$ cat src/rtl/pipe_skid_latch.sv
// pipe_skid_latch: two-entry skid-buffered pipeline latch between processor stages.
//
// The main entry drives the downstream side. The skid entry catches one extra
// upstream beat when downstream stalls. in_ready is taken straight from the skid
// valid flop, so upstream never sees a combinational path from out_ready.
//
// Ports:
//   clk        in   rising-edge clock
//   clr        in   asynchronous active-low reset
//   flush      in   synchronous squash of both entries
//   in_valid   in   upstream payload valid
//   in_ready   out  latch can accept (registered, = !skid_v)
//   in_data    in   upstream payload [WIDTH]
//   out_valid  out  main entry valid
//   out_ready  in   downstream accepts this cycle
//   out_data   out  main entry payload [WIDTH]
//   occupancy  out  number of valid entries, 0..2
//   bubble_cnt out  saturating count of downstream-ready-but-empty cycles [CNT_W]
//                   (present only when PIPE_BUBBLE_COUNT_EN is defined)
module pipe_skid_latch #(
  parameter int unsigned WIDTH = 32,
  parameter int unsigned CNT_W = 16
) (
  input  logic             clk,
  input  logic             clr,
  input  logic             flush,
  input  logic             in_valid,
  output logic             in_ready,
  input  logic [WIDTH-1:0] in_data,
  output logic             out_valid,
  input  logic             out_ready,
  output logic [WIDTH-1:0] out_data,
  output logic [1:0]       occupancy
`ifdef PIPE_BUBBLE_COUNT_EN
  ,
  output logic [CNT_W-1:0] bubble_cnt
`endif
);

  logic             r_main_v, r_skid_v;
  logic [WIDTH-1:0] r_main_d, r_skid_d;

  logic             w_main_v_nxt, w_skid_v_nxt;
  logic [WIDTH-1:0] w_main_d_nxt, w_skid_d_nxt;
  logic             w_acc_in, w_acc_out;

  assign in_ready  = ~r_skid_v;
  assign out_valid = r_main_v;
  assign out_data  = r_main_d;
  assign occupancy = {1'b0, r_main_v} + {1'b0, r_skid_v};

  assign w_acc_in  = in_valid & in_ready;
  assign w_acc_out = r_main_v & out_ready;

  always_comb begin
    w_main_v_nxt = r_main_v;
    w_skid_v_nxt = r_skid_v;
    w_main_d_nxt = r_main_d;
    w_skid_d_nxt = r_skid_d;
    unique case ({r_main_v, r_skid_v})
      2'b00: begin
        if (w_acc_in) begin
          w_main_d_nxt = in_data;
          w_main_v_nxt = 1'b1;
        end
      end
      2'b10: begin
        if (w_acc_out) begin
          if (w_acc_in) begin
            w_main_d_nxt = in_data;
          end else begin
            w_main_v_nxt = 1'b0;
          end
        end else if (w_acc_in) begin
          w_skid_d_nxt = in_data;
          w_skid_v_nxt = 1'b1;
        end
      end
      2'b11: begin
        // Skid always drains into main first, preserving FIFO order.
        if (w_acc_out) begin
          w_main_d_nxt = r_skid_d;
          w_skid_v_nxt = 1'b0;
        end
      end
      default: begin
        // Skid-only is unreachable; recover to EMPTY.
        w_main_v_nxt = 1'b0;
        w_skid_v_nxt = 1'b0;
      end
    endcase
    // Flush clears only the valid bits; data flops keep their contents.
    if (flush) begin
      w_main_v_nxt = 1'b0;
      w_skid_v_nxt = 1'b0;
      w_main_d_nxt = r_main_d;
      w_skid_d_nxt = r_skid_d;
    end
  end

  always_ff @(posedge clk or negedge clr) begin
    if (!clr) begin
      r_main_v <= 1'b0;
      r_skid_v <= 1'b0;
      r_main_d <= '0;
      r_skid_d <= '0;
    end else begin
      r_main_v <= w_main_v_nxt;
      r_skid_v <= w_skid_v_nxt;
      r_main_d <= w_main_d_nxt;
      r_skid_d <= w_skid_d_nxt;
    end
  end

`ifdef PIPE_BUBBLE_COUNT_EN
  logic [CNT_W-1:0] r_bubble_cnt;

  always_ff @(posedge clk or negedge clr) begin
    if (!clr) begin
      r_bubble_cnt <= '0;
    end else if (out_ready && !r_main_v && (r_bubble_cnt != {CNT_W{1'b1}})) begin
      r_bubble_cnt <= r_bubble_cnt + 1'b1;
    end
  end

  assign bubble_cnt = r_bubble_cnt;
`else
  // Counter width is meaningful only with the bubble counter built in.
  if (CNT_W == 0) begin : g_cnt_w_unused
  end
`endif

endmodule

$ cat config.mk
export PLATFORM = sky130hd
export DESIGN_NAME = pipe_skid_latch
export DESIGN_NICKNAME = d
export VERILOG_FILES = /design/src/rtl/pipe_skid_latch.sv
export SDC_FILE = /design/constraint.sdc
export NUM_CORES = 1
export LEC_CHECK = 0
export ABC_CLOCK_PERIOD_IN_PS = 2610
export BUFFER_PORTS_ARGS = -buffer_cell sky130_fd_sc_hd__buf_2
export CAP_MARGIN = 30
export CORE_MARGIN = 2
export CORE_UTILIZATION = 55
export CTS_BUF_LIST = sky130_fd_sc_hd__clkbuf_4 sky130_fd_sc_hd__clkbuf_8
export CTS_CLUSTER_SIZE = 28
export DETAILED_ROUTE_END_ITERATION = 16
export PLACE_DENSITY = 0.84
export SLEW_MARGIN = 25
export SYNTH_ARGS = -nofsm -noshare
export SYNTH_HDL_FRONTEND = slang
export SYNTH_SLANG_ARGS = --single-unit
$ cat constraint.sdc
create_clock -name clk -period 2.61 [get_ports clk]
set_clock_uncertainty 0.1 [all_clocks]
set_input_delay 0.1305 -clock clk [delete_from_list [all_inputs] [get_ports clk]]
set_output_delay 0.1305 -clock clk [all_outputs]
set_load 0.03 [all_outputs]
* After elaboration in Yosys (flattened, before gate mapping)
Index checks and enable logic that the tools add are counted.
** Storage, ports and cells
- Flip-flop bits (word level) :: 66
- Input port bits :: 37
- Output and inout port bits :: 36
- Word-level logic and storage cells :: 41
** Cells by class
- Add/sub/neg operators :: 1
- Equality and inequality tests :: 12
- Mux-type cells :: 13
- Bitwise gates (word level) :: 5
- Reductions and logical operators :: 6
** Operators by type and width (count)
- 32-bit two-way mux :: 3
- 32-bit case mux with 3 select lines :: 1
- 3-bit != test, second input constant :: 6
- 4-bit AND reduction :: 4
- 2-bit != test, second input constant :: 4
- 1-bit two-way mux :: 7
- 1-bit case mux with 3 select lines :: 2
- 2-bit equality test, second input constant :: 2
- 1-bit NOT :: 3
- 3-bit nonzero test :: 1
- 1-bit by 1-bit adder with 2-bit output :: 1
- 1-bit bitwise AND :: 2
- 2-bit logical NOT :: 1

* Logic depth before layout (Yosys ltp)
- Depth after elaboration :: 6
- Depth in mapped cells :: 6
- Gate-level depth less buffers :: 5

* Worst setup path before layout
No wires, ideal clock.
- Path type :: register to register
- Start :: register r_main_v (netlist: out_valid)
- End :: register r_main_d[10] (netlist: out_data[10])
- Setup time :: 0.125 ns
- Data arrival time :: 2.305 ns
- Data required time :: 2.385 ns
- Setup slack :: 0.080 ns
- Cell stages (with the launch flop) :: 7
- Buffers on the path :: 2
- Period minus slack after synthesis :: 2.530 ns
- Cells stage by stage :: dfrtp_1 > ha_1 > buf_2 > a2bb2oi_1 > a2111oi_4 > buf_6 > mux2_2
** On the way
- Word-level cells in the longest chain between the ends :: 3
** Ends and longest elaborated chain
- start: declaration :: line 40 : logic r_main_v, r_skid_v;
- start signal: assignment :: line 108 : r_main_v <= w_main_v_nxt;
- 2-bit equality test, or another cell as far along :: line 60 : unique case ({r_main_v, r_skid_v})
- 2-bit != test (no line) / 3-bit nonzero test (equally long branches)
- 4-bit AND reduction (no line)
- end signal: assignment :: line 110 : r_main_d <= w_main_d_nxt;
- end: declaration :: line 41 : logic [WIDTH-1:0] r_main_d, r_skid_d;
Several ways; a longest one is shown, not always the timed one.
A chain may end at the register's enable or synchronous reset.

* Worst setup path in the final report
- Start :: register r_skid_v
- End :: register r_main_d[13] (netlist: out_data[13])
** On the way
- Word-level cells in the longest chain between the ends :: 5
** Ends and longest elaborated chain
- start: declaration :: line 40
- start signal: assignment :: line 109 : r_skid_v <= w_skid_v_nxt;
- 1-bit NOT :: line 47 : assign in_ready = ~r_skid_v;
- 1-bit bitwise AND :: line 52 : assign w_acc_in = in_valid & in_ready;
- 32-bit two-way mux (2 in series)
- 32-bit case mux with 3 select lines :: line 60
Several ways; a longest one is shown, not always the timed one. The select of a mux whose other input is x is not followed.

==> metrics.md <==
| Metric | Value |
|---|---|
| Post-route minimum period | `2290 ps` |
| Avg Cell Area, Syn | `15.2 sq um` |
| Leakage power | `0.00182 uW` |
| Synth warn | `0` |
| Final hold viol count | `0` |
| Max VDD drop | `0.000875 V` |
| Via-per-instance ratio | `5.24` |
| Slowest cell on the critical path | `dfrtp_1` |
| ANT nets after route | `0` |
| Max-Cap Viols | `0` |
| Critical path cell sequence | `inv_1 -> ha_1 -> a2bb2oi_1 -> a2111oi_4 -> buf_4 -> mux2_2` |
| # resized after CTS | `0` |
| Die H | `77.9 um` |
| Row count | `26` |
| 1st-pass router iterations | `4` |
| CP endpoint kind | `register` |
| # IOs | `73` |
| Startpoint types | `register` |
| Via count | `2017` |
| HPWL after DPL | `3880 um` |
| GPL Wtd Cong | `0.839` |
| Die area | `6060 sq um` |
| RSZ-0062 raised after global routing | `false` |
| Layout cell share with drive strength beyond 1 | `0.603` |
| H-tree Lvls | `3` |
| Synthesized cell area | `3000 sq um` |
| Number of flops mapped to enable cells by yosys | `0` |
| Maximum number of pins on one net before global-route repair | `38` |
| Routed WL per cell | `16.1 um` |
| Final instance area | `3970 sq um` |
| PD cells | `1090 nW/um^2` |
| Post-Route WL | `6190 um` |
| Post-Syn Nets | `238` |
| Root Driver | `clkbuf_8` |
| Hold crit path type | `in -> async` |
| Fin Hold WS | `48.3 ps` |
| Initial DRC Count | `46` |
| Sequential fraction of the synthesis area | `0.550` |
| Final TNS setup | `0 ps` |
| CTS Sinks | `66` |
| First-pass GRT wire length | `10600 um` |
| Grt peak-use layer | `met2` |
| Critical path type | `reg -> reg` |
| Commonest non-fill, non-tap cells in the layout | `mux2_2 (94), buf_2 (72), dfrtp_1 (66)` |
| Diodes inserted | `0` |
| CTS tree | `done` |
| Layout area overhead | `32.4%` |
| Nets | `351` |
| Yosys cell types | `25` |
| Ys async rst share | `1.00` |
| Die X | `77.9 um` |
| Cell count after synthesis | `197` |
| Met3 GRT Util | `0.0640` |
| Core area | `5170 sq um` |
| I/O Buffers | `72` |
| Clk slew on worst S/H paths | `70 ps` |
| Least-Margin Pin Slew | `505 ps` |
| DR DRC count | `0` |
| Vias in the first global route | `2141` |
| Filler cells | `338` |
| Maximum root-to-sink buffer count | `2` |
| Core Util, Final | `0.768` |
| Most common cell after layout, fill and taps aside | `mux2_2` |
| Max_slew headroom | `0.663` |
| Register bit total from synthesis | `66` |
| DP Area | `3440 sq um` |
| Slowest cell delay on critical path | `450 ps` |
| Grt met2 use | `0.388` |
| Initial antenna violation count | `0` |
| Num CTS Buffers | `9` |
| Met1 usage | `0.278` |
| Final setup viols | `0` |
| Status | `completed` |
| WP data arrival | `2400 ps` |
| Pins Over Slew Limit | `0` |
| GRT Util Overall | `0.227` |
| Clock latency on the worst-skew pair | `330 ps` |
| Critical path data required time | `2720 ps` |
| Max Freq | `437 MHz` |
| Critical path peak fanout | `19` |
| Initial Util | `0.580` |
| Most used DFF post-synth | `dfrtp_1` |
| Gr ovfl total | `0` |
| Period utilization | `0.877` |
## cell type report
class / instances / area (sq um) / area share
Clock buffer: 14 / 180 / 0.0453
Sequential cell: 66 / 1650 / 0.416
Multi-Input combinational cell: 117 / 1270 / 0.320
Tap cell: 70 / 87.6 / 0.0220
Inverter: 4 / 15.0 / 0.00378
Clock inverter: 2 / 10.0 / 0.00252
Timing Repair Buffer: 112 / 758 / 0.191
## power breakdown
group	switching (uW)	internal (uW)	total (uW)
Combinational	991	758	1750
Clock	349	441	791
Sequential	261	1530	1790
## sequential cells by signal (all words and copies together), names as in the netlist
| name | count |
|---|---|
| r_skid_d | 32 |
| out_data | 32 |
| out_valid | 1 |
| r_skid_v | 1 |
## final timing paths
kind,cells past startpoint,endpoint,from,slack (ps)
setup / recovery,6,out_data[13],r_skid_v,320
hold / removal,2,r_skid_v,clr,50
setup reg to reg,6,out_data[13],r_skid_v,320
hold reg to reg,1,out_data[1],out_data[1],390
max in group asynchronous,3,out_data[22],clr,1720
min in group clk,4,r_skid_v,out_ready,170
## critical path, delay by kind of cell (launching register included)
kind / cells / cell delay [ps]
buffers and inverters: 2 / 470
AOI/OAI and AO/OA: 2 / 500
DFF: 1 / 450
muxes: 1 / 380
adders and majority gates: 1 / 260
## logic make-up after synthesis
| logic type | share of synthesized area |
|---|---|
| AOI/OAI and AO/OA | 0.0275 |
| buffers and inverters | 0.0267 |
| and+or+nand+nor | 0.0150 |
| muxes | 0.364 |
| adders and majority gates | 0.0167 |
| DFF | 0.550 |
## metal layers
metal	part of all wire	routed length [um]	vias to the layer above
met5	0	0	-
met4	0.0078	48	0
met3	0.038	235	7
met2	0.53	3260	52
met1	0.43	2640	1017
li1	-	-	941
## cells in the mapped netlist (all sizes together), types with 2 or more instances
cell | number | area, sq um
mux2 | 96 | 1080
a31oi | 2 | 12.5
clkbuf | 2 | 7.51
inv | 4 | 15.0
ha | 4 | 50.1
buf | 8 | 57.6
dfrtp | 66 | 1650
## per-stage QoR
| stage | cells | power (uW) | setup slack, ps |
|---|---|---|---|
| after floorplan | 197 | 3010 | 80.1 |
| after global placement | 335 | 3430 | 451 |
| after detailed placement | 335 | 3520 | 365 |
| after CTS | 385 | 4360 | 331 |
| after global routing | 385 | 4580 | 222 |
| final | 385 | 4330 | 320 |
## what timing repair did
item,4_1_cts,5_1_grt
hold endpoints to repair,100,0
setup buffers,0,0
hold buffers,34,0
Note: power is estimated with default switching activity, not from simulation.
